--- config.mk ---
export PLATFORM = sky130hd
export DESIGN_NAME = sequential_trojan
export DESIGN_NICKNAME = d
export VERILOG_FILES = /design/src/rtl/sequential_trojan.sv
export SDC_FILE = /design/constraint.sdc
export NUM_CORES = 1
export LEC_CHECK = 0
export BUFFER_PORTS_ARGS = -buffer_cell sky130_fd_sc_hd__buf_2
export CAP_MARGIN = 15
export CORE_UTILIZATION = 37
export CTS_CLUSTER_DIAMETER = 200
export DETAILED_ROUTE_END_ITERATION = 16
export PLACE_DENSITY_LB_ADDON = 0.25
export REMOVE_ABC_BUFFERS = 1
export SYNTH_ARGS = -nofsm -noshare
export SYNTH_HDL_FRONTEND = slang
export SYNTH_SLANG_ARGS = --single-unit
--- constraint.sdc ---
create_clock -name c -period 1.99 [get_ports c]
set_clock_uncertainty 0.1 [all_clocks]
set_input_delay 0.0995 -clock c [delete_from_list [all_inputs] [get_ports c]]
set_output_delay 0.0995 -clock c [all_outputs]
set_load 0.005 [all_outputs]
--- src/rtl/sequential_trojan.sv ---
// Sequence-triggered trojan benchmark: leading-one encoder feeding a capture/reference compare,
// with a hidden FSM that forces false matches after a programmed input pattern sequence.
module sequential_trojan #(
  parameter int unsigned              W           = 10,
  parameter int unsigned              EW          = $clog2(W + 1),
  parameter int unsigned              TRIG_LEN    = 3,
  parameter logic [W-1:0]             TRIG_MASK   = 10'h00F,
  parameter logic [TRIG_LEN*W-1:0]    TRIG_SEQ    = 30'h00B0140B,
  parameter int unsigned              PAYLOAD_CYC = 4
) (
  input  logic          c,
  input  logic          rst,
  input  logic [W-1:0]  i,
  input  logic          in_valid,
  input  logic          ref_load,
  output logic          res,
  output logic          res_valid,
  output logic [EW-1:0] q,
  output logic [EW-1:0] Q,
  output logic          armed,
  output logic          payload_active
);

  localparam int unsigned SW = (TRIG_LEN > 1) ? $clog2(TRIG_LEN) : 1;
  localparam int unsigned CW = (PAYLOAD_CYC > 1) ? $clog2(PAYLOAD_CYC) : 1;

  typedef enum logic [1:0] {StIdle, StTrack, StFire} state_e;

  state_e        state_q, state_d;
  logic [SW-1:0] step_q, step_d;
  logic [CW-1:0] cnt_q, cnt_d;
  logic [EW-1:0] q_q, q_d;
  logic [EW-1:0] ref_q, ref_d;
  logic          res_valid_q;

  logic [EW-1:0] enc;
  logic          hit;
  logic          sel;
  logic          m_step;
  logic          m_first;
  logic [W-1:0]  pat [TRIG_LEN];

  for (genvar k = 0; k < TRIG_LEN; k++) begin : g_pat
    assign pat[k] = TRIG_SEQ[k*W +: W];
  end

  assign m_step  = ((i & TRIG_MASK) == (pat[step_q] & TRIG_MASK));
  assign m_first = ((i & TRIG_MASK) == (pat[0] & TRIG_MASK));

  // Leading-one bucket: 0 for zero input, else index of highest set bit plus one.
  always_comb begin
    enc = '0;
    for (int k = 0; k < W; k++) begin
      if (i[k]) begin
        enc = EW'(k + 1);
      end
    end
  end

  // State register.
  always_ff @(posedge c) begin
    if (rst) begin
      state_q <= StIdle;
      step_q  <= '0;
      cnt_q   <= '0;
    end else begin
      state_q <= state_d;
      step_q  <= step_d;
      cnt_q   <= cnt_d;
    end
  end

  // Next-state logic; cnt holds the FIRE samples still to corrupt after the completing one.
  always_comb begin
    state_d = state_q;
    step_d  = step_q;
    cnt_d   = cnt_q;
    hit     = 1'b0;
    if (in_valid) begin
      unique case (state_q)
        StIdle, StTrack: begin
          if (m_step && (step_q == SW'(TRIG_LEN - 1))) begin
            hit    = 1'b1;
            step_d = '0;
            if (PAYLOAD_CYC > 1) begin
              state_d = StFire;
              cnt_d   = CW'(PAYLOAD_CYC - 1);
            end else begin
              state_d = StIdle;
            end
          end else if (m_step) begin
            step_d  = step_q + 1'b1;
            state_d = StTrack;
          end else if (m_first) begin
            step_d  = SW'(1);
            state_d = StTrack;
          end else begin
            step_d  = '0;
            state_d = StIdle;
          end
        end
        StFire: begin
          cnt_d = cnt_q - 1'b1;
          if (cnt_q <= CW'(1)) begin
            cnt_d   = '0;
            state_d = StIdle;
          end
        end
        default: begin
          state_d = StIdle;
          step_d  = '0;
          cnt_d   = '0;
        end
      endcase
    end
  end

  // Output decode.
  always_comb begin
    armed          = (state_q != StIdle);
    payload_active = (state_q == StFire);
    sel            = hit | (state_q == StFire);
  end

  always_comb begin
    q_d   = q_q;
    ref_d = ref_q;
    if (in_valid) begin
      q_d = sel ? ref_q : enc;
      if (ref_load) begin
        ref_d = enc;
      end
    end
  end

  always_ff @(posedge c) begin
    if (rst) begin
      q_q         <= '0;
      ref_q       <= '0;
      res_valid_q <= 1'b0;
    end else begin
      q_q         <= q_d;
      ref_q       <= ref_d;
      res_valid_q <= in_valid;
    end
  end

  assign q         = q_q;
  assign Q         = ref_q;
  assign res_valid = res_valid_q;
  assign res       = res_valid_q & (q_q == ref_q);

endmodule
==> results of run 1 <==
kinds of logic (layout without fill, tap and decap cells):
group | Yosys count | after routing | share of synthesized area (%)
adder cells (fa/ha/maj) | 4 | 4 | 5.49
AO/OA/AOI/OAI | 25 | 25 | 21.7
XOR/XNOR | 6 | 6 | 5.77
AND/OR/NAND/NOR | 46 | 46 | 25.6
buffers and inverters | 10 | 39 | 4.12
flip-flops | 15 | 15 | 33.0
multiplexers | 4 | 4 | 4.40
metrics by stage:
stage / total power, mW / utilization, % / worst slack, ns
after CTS: 0.622 / 48.8 / 0.00468
final: 0.618 / 49.0 / 0.114
after global routing: 0.654 / 49.0 / 0.0278
after floorplan: 0.393 / - / 0.107
after detailed placement: 0.446 / 47.6 / 0.0285
after global placement: 0.443 / 47.6 / 0.114
timing repair:
| item | in CTS | in global routing |
|---|---|---|
| buffers inserted | 0 | 0 |
| gates resized for setup | 0 | 4 |
| setup endpoints to repair | 0 | 6 |
critical path, cell delays in order (launching register included):
cell	delay, ns
dfxtp_2	0.36
inv_2	0.06
ha_2	0.19
or4_4	0.50
o21ai_2	0.09
and3_4	0.22
a211oi_2	0.07
a211oi_2	0.19
cells in the mapped netlist, drive strengths merged:
| cell | number |
|---|---|
| nor4 | 1 |
| a221o | 1 |
| o22ai | 1 |
| nor2b | 1 |
| nor3 | 2 |
| a21boi | 1 |
| a32oi | 1 |
| xnor2 | 2 |
| a211oi | 8 |
| inv | 7 |
| ha | 4 |
| or2 | 1 |
| mux2i | 4 |
| nand2 | 8 |
| and4b | 1 |
| and3 | 1 |
| o21ai | 3 |
| o311ai | 1 |
| a221oi | 1 |
| o211ai | 1 |
| clkbuf | 3 |
| xor2 | 4 |
| dfxtp | 15 |
| a311oi | 1 |
| nand4 | 1 |
| or4b | 1 |
| a21oi | 6 |
| nor2 | 21 |
| or4 | 1 |
| nand3 | 1 |
| and2 | 3 |
| nand2b | 3 |
worst max path at each step:
| stage | start | endpoint | slack [ns] | depth (start not counted) |
|---|---|---|---|---|
| floorplan | step_q[0] | state_q[0] | 0.11 | 7 |
| global placement | step_q[0] | step_q[0] | 0.11 | 7 |
| detailed placement | step_q[0] | step_q[0] | 0.03 | 7 |
| CTS | step_q[0] | step_q[0] | 0.005 | 7 |
| global route | step_q[0] | state_q[0] | 0.03 | 7 |
| finish | step_q[0] | step_q[0] | 0.11 | 7 |
final cells by class:
type / instances / area [um2]
Inverter: 7 / 26.3
Timing Repair Buffer: 28 / 148
Multi-Input combinational cell: 85 / 576
Clock inverter: 1 / 5.00
Clock buffer: 3 / 22.5
Fill cell: 222 / 1160
Tap cell: 28 / 35.0
Sequential cell: 15 / 303
state kept, by name, summed over array words and instances (netlist names):
register,flops
q,4
res_valid,1
Q,4
cnt_q,2
step_q,2
state_q,2
layout by cell type, fill, tap and decap left out, types with 4 or more instances in the layout:
cell / synthesis / final
buf_2: 0 / 25
nor2_1: 21 / 21
dfxtp_1: 15 / 13
nand2_1: 8 / 8
inv_1: 7 / 6
a21oi_1: 6 / 6
a211oi_1: 5 / 5
xor2_1: 4 / 4
mux2i_1: 4 / 4
metal layers:
metal	part of all wire, %	wire length, um	up-vias	track usage, %
met5	0	0	-	0
met2	46	933	18	28.1
met3	4.2	84	2	2.92
li1	-	-	447	-
met4	0.70	14	0	6.76
met1	48	973	384	22.1
where the power goes:
| part | total [mW] | switching, mW | internal (mW) |
|---|---|---|---|
| registers | 0.325 | 0.0115 | 0.313 |
| logic | 0.114 | 0.0624 | 0.0515 |
| clock network | 0.179 | 0.104 | 0.0745 |
| total | 0.618 | 0.178 | 0.439 |
==> impl_results.md, run 1 <==
* Status: completed
* Power Density at between 500 and 600 mW/mm2
* Clock Path Buffers at 2
* Initial antenna violation count at 0
* Reg2reg start: step_q[0]
* Top post-synthesis cells by area: dfxtp_1 (33%), nor2_1 (8.7%), ha_1 (5.5%)
* WP data arrival at 1.98 ns
* Setup crit start kind: register
* Core Area at around 0.0023 mm2
* Hpwl dp at 1610 um
* H-Tree Depth at 1
* Post-layout minimum cycle time at 1.88 ns
* Clk sinks at 15
* CTS Hold Buffers Added at 0
* DR iter-0 viols at 14
* Max Cap Viol at 0
* Worst Hold Depth at 3
* Cells after Synth at 110
* Synth top area share at 33.0%
* Slew margin rel. at 78.8%
* Hold crit path type: in2reg
* Vias per cell at 5.10
* Total grt overflow at 0
* Die W at 51.6 um
* IR drop worst, VDD at just over 0.4 mV
* Area Overhead vs Synth at 22.4%
* Fmax at 0.533 GHz
* Worst Reg-to-Reg Cells at 7
* Crit path capture type: register
* Final wirelength at 2010 um
* I/O pin total at 26
* Post-synthesis register bit count at 15
* Slew @ Worst Pin at roughly 0.32 ns
* Setup slack, reg-to-reg at 0.11 ns
* Drt drc at 0
* Fin. max-slew vios at 0
* R2r endpoint: step_q[0]
* Syn Std Cell Area at 911 um2
* Share of layout cells above drive strength 1 at 33.8%
* First-pass GRT wire length at roughly 3400 um
* Hold EP: Q[1]
* Gpl congestion at approximately 0.77
* Total die area at 0.00266 mm2
* Synth area leader: dfxtp_1
* CTS root buf: clkbuf_4
* Final setup viols at 0
* Crit path kind: reg2reg
* Diode count at 0
* Crit share post-route at 94.3%
* Hold Violations, Final at 0
* Height of the die at 51.6 um
* Worst-path clk slew at 0.10 ns
* CTS Buf Count at 3
* GRT Overall Usage at 17.1%
* WL/cell at ~12 um
* Min-Delay Startpoint: i[9]
* Total negative slack at 0 ns
* PortBufs at 25
* YS warnings at 0
* Synth unique cells at 35
* CTS tree: done
* Leak pwr at approximately 0.52 nW
* Inst Count DP at 163
* Cell Area, Placed at between 0.001 and 0.0015 mm2
* Worst skew pair latency at ~0.28 ns
* Hold slack at 0.0449 ns
* Seq/Total Area, Yosys at between 30% and 40%
* Final #Nets at 158
* Pre-Repair DR Iteration Count at 4
* ANT nets after route at 0
* Number of global-route vias before repair at 791
* Num rows at 17
* Pin count of the biggest net entering global routing at 17
* Max Fanout on Critical Path at 4
* Fin area at 0.00111 mm2
* Initial Util at 40.0%
* Unrepaired setup endpoints after global routing: false
* Post-Syn Area per Cell at 8.28 um2
* Req. time, crit path at 2.09 ns
* Final non-filler cell total at roughly 170
* Via count at 851
Power figures use the tool's default switching activity.
==> run 2, diff against run 1 <==
CORE_UTILIZATION = 45   (was 37)
==> run 2 against run 1 <==
Effect of this change:
- flip-flop and latch count did not move
- worst hold slack better by 0.017 ns
- via count increased by 1.8%
- largest power group unchanged
- utilization grew 13 points
- non-clock buffer count shrank 1
- final area is 0.11% higher
- register-to-register slack worse by 0.02 ns
==> impl_results.md, run 2 (synthesized netlist as in run 1, its figures left out) <==
* Register share of total power at 53.2%
* Diode count at 0
* Clk sinks at 15
* CTS root buf: clkbuf_4
* Internal Pwr Total at 441 uW
* Final #Nets at 157
* Switch share at between 20% and 30%
* GRT Overall Usage at slightly above 20%
* Combinational cell fraction of total power at a little under a fifth
* IR drop worst, VDD at 0.423 mV
* Max Cap Viol at 0
* Crit share post-route at 95.3%
* Final wirelength at 2090 um
* R2r endpoint: state_q[0]
* Setup slack, reg-to-reg at 0.09 ns
* Area Overhead vs Synth at 22.5%
* Reg2reg start: step_q[0]
* WP data arrival at around 2.0 ns
* Status: completed
* Crit path depth at 7
* Worst Hold Depth at 3
* PortBufs at 25
* Share of layout cells above drive strength 1 at 33.3%
* Initial antenna violation count at 0
* CTS Hold Buffers Added at 0
* Worst slack, placed at 0.0205 ns
* Final setup viols at 0
* DR iter-0 viols at 13
* Pin count of the biggest net entering global routing at 17
* CP top delay family: simple AND/OR/NAND/NOR gates
* Worst Reg-to-Reg Cells at 7
* Worst path bufs/invs at 1
* Pre-Repair DR Iteration Count at 4
* CTS Buf Count at 3
* Slew @ Worst Pin at 0.398 ns
* H-Tree Depth at 1
* CTS tree: done
* Core Area at about 0.0018 mm2
* Gpl congestion at 0.750
* Worst-path clk slew at 0.09 ns
* Post-layout minimum cycle time at 1.90 ns
* CP peak stage delay at 0.51 ns
* Setup crit start kind: register
* Setup ws final at 0.0927 ns
* Fmax at 0.527 GHz
* Commonest non-fill, non-tap cell in the layout: buf_2
* Vias per cell at 5.31
* Hpwl dp at 1600 um
* I/O pin total at 26
* Initial Util at approximately half
* WL/cell at between 10 and 15 um
* Number of global-route vias before repair at 770
* Via count at about 870
* Max Fanout on Critical Path at 5
* Leak pwr at 0.516 nW
* ANT nets after route at 0
* Clk network pwr share at 27.8%
* Min-Delay Startpoint: i[9]
* Slowest cell on crit path: or4_4
* Hold EP: Q[1]
* Total negative slack at 0 ns
* Num rows at 15
* First-pass GRT wire length at 3240 um
* CP cell instances: inv_1 > ha_4 > or4_4 > o21ai_2 > and3_4 > nor2_1 > a211oi_2
* Most frequent cells in the layout: buf_2 (25), nor2_1 (21), dfxtp_1 (13)
* Unrepaired setup endpoints after global routing: false
* Hold Violations, Final at 0
* Drt drc at 0
* Hold crit path type: in2reg
* Crit path kind: reg2reg
* Total grt overflow at 0
* Slew margin rel. at 73.3%
* PnR Total Power at 612 uW
* Die W at between 40 and 50 um
* Fin. max-slew vios at 0
* Total die area at 0.00221 mm2
* Req. time, crit path at 2.10 ns
* Switching power at 171 uW
* Power Density at approximately 550 mW/mm2
* Clock Path Buffers at 2
* Worst skew pair latency at 0.28 ns
* Height of the die at 47.0 um
* Crit path capture type: register
[run 2: changes by cell type in the layout (fill, tap and decap cells not counted)]
cell and delta:
inv_2 -1, ha_1 -1, ha_4 +1, buf_4 -1, inv_1 +1
[run 2: area by class of cell]
type / instances / area, um2
Tap cell: 25 / 31.3
Sequential cell: 15 / 303
Multi-Input combinational cell: 85 / 588
Inverter: 7 / 26.3
Clock inverter: 1 / 5.00
Clock buffer: 3 / 22.5
Fill cell: 179 / 686
Timing Repair Buffer: 27 / 140
[run 2: layer usage]
layer / track usage [%] / wire [um] / vias up
li1: - / - / 444
met1: 27.2 / 964 / 390
met2: 35.6 / 1020 / 30
met3: 3.46 / 98 / 2
met4: 3.43 / 6 / 0
met5: 0 / 0 / -
[run 2: worst min-delay path: stages]
cell	delay (ns)
buf_2	0.13
nor2_1	0.10
a211oi_1	0.07
[run 2: how the worst max path moves through the flow]
stage | startpoint | end | slack (ns)
4_1_cts | step_q[0] | step_q[0] | 0.02
3_5_place_dp | step_q[0] | state_q[0] | 0.02
5_1_grt | step_q[0] | step_q[0] | 0.02
6_report | step_q[0] | state_q[0] | 0.09
3_3_place_gp | step_q[0] | step_q[0] | 0.1
2_1_floorplan | step_q[0] | state_q[0] | 0.11
[run 2: power by group through the flow]
| stage | Clock (mW) | Sequential [mW] | Combinational [mW] |
|---|---|---|---|
| 6_report | 0.170 | 0.326 | 0.116 |
| 3_5_place_dp | 0 | 0.332 | 0.115 |
| 2_1_floorplan | 0 | 0.332 | 0.0611 |
| 4_1_cts | 0.176 | 0.325 | 0.116 |
| 5_1_grt | 0.190 | 0.327 | 0.132 |
| 3_3_place_gp | 0 | 0.331 | 0.112 |
[run 2: per-stage QoR]
stage                     hold WS [ns]  std cells  cell area [um2]  utilization, %
after floorplan                 0.0641        107              900               -
after global placement           0.351        159             1070            59.4
after detailed placement         0.355        159             1070            59.4
after CTS                       0.0555        163             1100            61.0
after global routing            0.0930        163             1120            61.9
final                           0.0618        163             1120            61.9
[run 2: what timing repair did]
item                       4_1_cts  5_1_grt
setup buffers                    0        0
setup endpoints to repair        2        3
cloned                           0        0
pin swaps                        0        1
resized for setup                1        4
==> run 3, diff against run 2 <==
CORE_ASPECT_RATIO = 1.2   (was unset)
SKIP_LAST_GASP = 1   (was unset)
==> run 3 against run 2 <==
Effect of this change:
- clock power is essentially flat
- register-to-register slack gained 0.04 ns
- non-clock buffer count is the same
- final cell count shrank 3.7%
- worst hold slack gained 0.0039 ns
- sequential power is essentially flat
- critical endpoint is now step_q[0]
- largest cell class unchanged
==> impl_results.md, run 3 (synthesized netlist as in run 1, its figures left out) <==
* CTS tree: done
* Total negative slack at 0 ns
* Gpl congestion at 0.736
* Drt drc at 0
* Unrepaired setup endpoints after global routing: false
* Final #Nets at 157
* Height of the die at 51.3 um
* Hpwl dp at 1550 um
* Crit share post-route at 93.2%
* Hold crit path type: in2reg
* Max Cap Viol at 0
* Via count at 871
* Most frequent cells in the layout: buf_2 (25), nor2_1 (21), dfxtp_1 (13)
* Leak pwr at 0.515 nW
* IR drop worst, VDD at 0.400 mV
* Core Area at 0.00187 mm2
* Setup crit start kind: register
* Crit path kind: reg2reg
* Fin. max-slew vios at 0
* Setup ws final at 0.135 ns
* First-pass GRT wire length at 3330 um
* Hold Violations, Final at 0
* Crit path capture type: register
* WL/cell at approximately 12 um
* WP data arrival at 1.96 ns
* Vias per cell at 5.55
* Final wirelength at 1940 um
* Total die area at 0.00221 mm2
* PortBufs at 25
* Slew @ Worst Pin at 0.314 ns
* CTS Buf Count at 3
* Fmax at 0.539 GHz
* Max Fanout on Critical Path at 4
* Post-layout minimum cycle time at 1.86 ns
* Req. time, crit path at 2.09 ns
* ANT nets after route at 0
* Pre-Repair DR Iteration Count at 3
* Area Overhead vs Synth at 19.9%
* DR iter-0 viols at 6
* Power Density at 557 mW/mm2
* Number of global-route vias before repair at slightly above 800
* Num rows at 17
* Pin count of the biggest net entering global routing at 17
* Initial Util at 48.7%
* Status: completed
* Final setup viols at 0
* Worst-path clk slew at ~0.09 ns
* I/O pin total at 26
* Clock Path Buffers at 2
* Worst skew pair latency at 0.28 ns
* Initial antenna violation count at 0
* Total grt overflow at 0
* Share of layout cells above drive strength 1 at 31.9%
* Post-CTS Setup Inserts at 0
* CTS root buf: clkbuf_4
* Clk sinks at 15
* GRT Overall Usage at 19.9%
* Die W at 43.1 um
* Slew margin rel. at 78.9%
* Diode count at 0
* H-Tree Depth at 1
* Commonest non-fill, non-tap cell in the layout: buf_2
* Worst slack, placed at roughly 0.064 ns
run 3: layout make-up:
type / instances / area (um2)
Inverter: 7 / 26.3
Timing Repair Buffer: 27 / 140
Clock buffer: 4 / 26.3
Sequential cell: 15 / 303
Fill cell: 187 / 779
Tap cell: 19 / 23.8
Multi-Input combinational cell: 85 / 573
run 3: worst paths after layout:
kind / start / endpoint / slack [ns] / cells after the start
max: step_q[0] / step_q[0] / 0.13 / 7
min: i[9] / Q[1] / 0.07 / 3
max reg2reg: step_q[0] / step_q[0] / 0.13 / 7
min reg2reg: cnt_q[1] / cnt_q[1] / 0.41 / 2
run 3: per-stage QoR:
stage	total power [mW]	instance area [um2]	utilization, %	cells	hold slack [ns]
final	0.608	1090	58.4	157	0.0658
after detailed placement	0.445	1060	56.8	153	0.355
after global placement	0.440	1060	56.8	153	0.352
after floorplan	0.393	900	-	107	0.0641
after CTS	0.617	1090	58.2	157	0.0556
after global routing	0.649	1090	58.4	157	0.0651
run 3: critical path: stages, from the launching register on:
cell      delay (ns)
dfxtp_2         0.35
inv_2           0.06
ha_1            0.20
or4_4           0.51
o21ai_2         0.09
and3_4          0.22
a211oi_2        0.07
a211oi_2        0.18
run 3: metal layers:
| layer | vias up | wire, um | track usage, % |
|---|---|---|---|
| li1 | 442 | - | - |
| met1 | 416 | 814 | 20.8 |
| met2 | 11 | 1060 | 38.1 |
| met3 | 2 | 50 | 2.47 |
| met4 | 0 | 11 | 10.1 |
| met5 | - | 0 | 0 |
run 3: power by group:
| part | switching [mW] | internal [mW] | total, mW |
|---|---|---|---|
| Clock | 0.0939 | 0.0776 | 0.172 |
| Sequential | 0.0120 | 0.313 | 0.325 |
| Combinational | 0.0597 | 0.0515 | 0.111 |
run 3: timing repair:
| action | 4_1_cts | 5_1_grt |
|---|---|---|
| hold buffers | 0 | 0 |
| gates resized for setup | 0 | 3 |
| endpoints found under the setup margin | 0 | 4 |
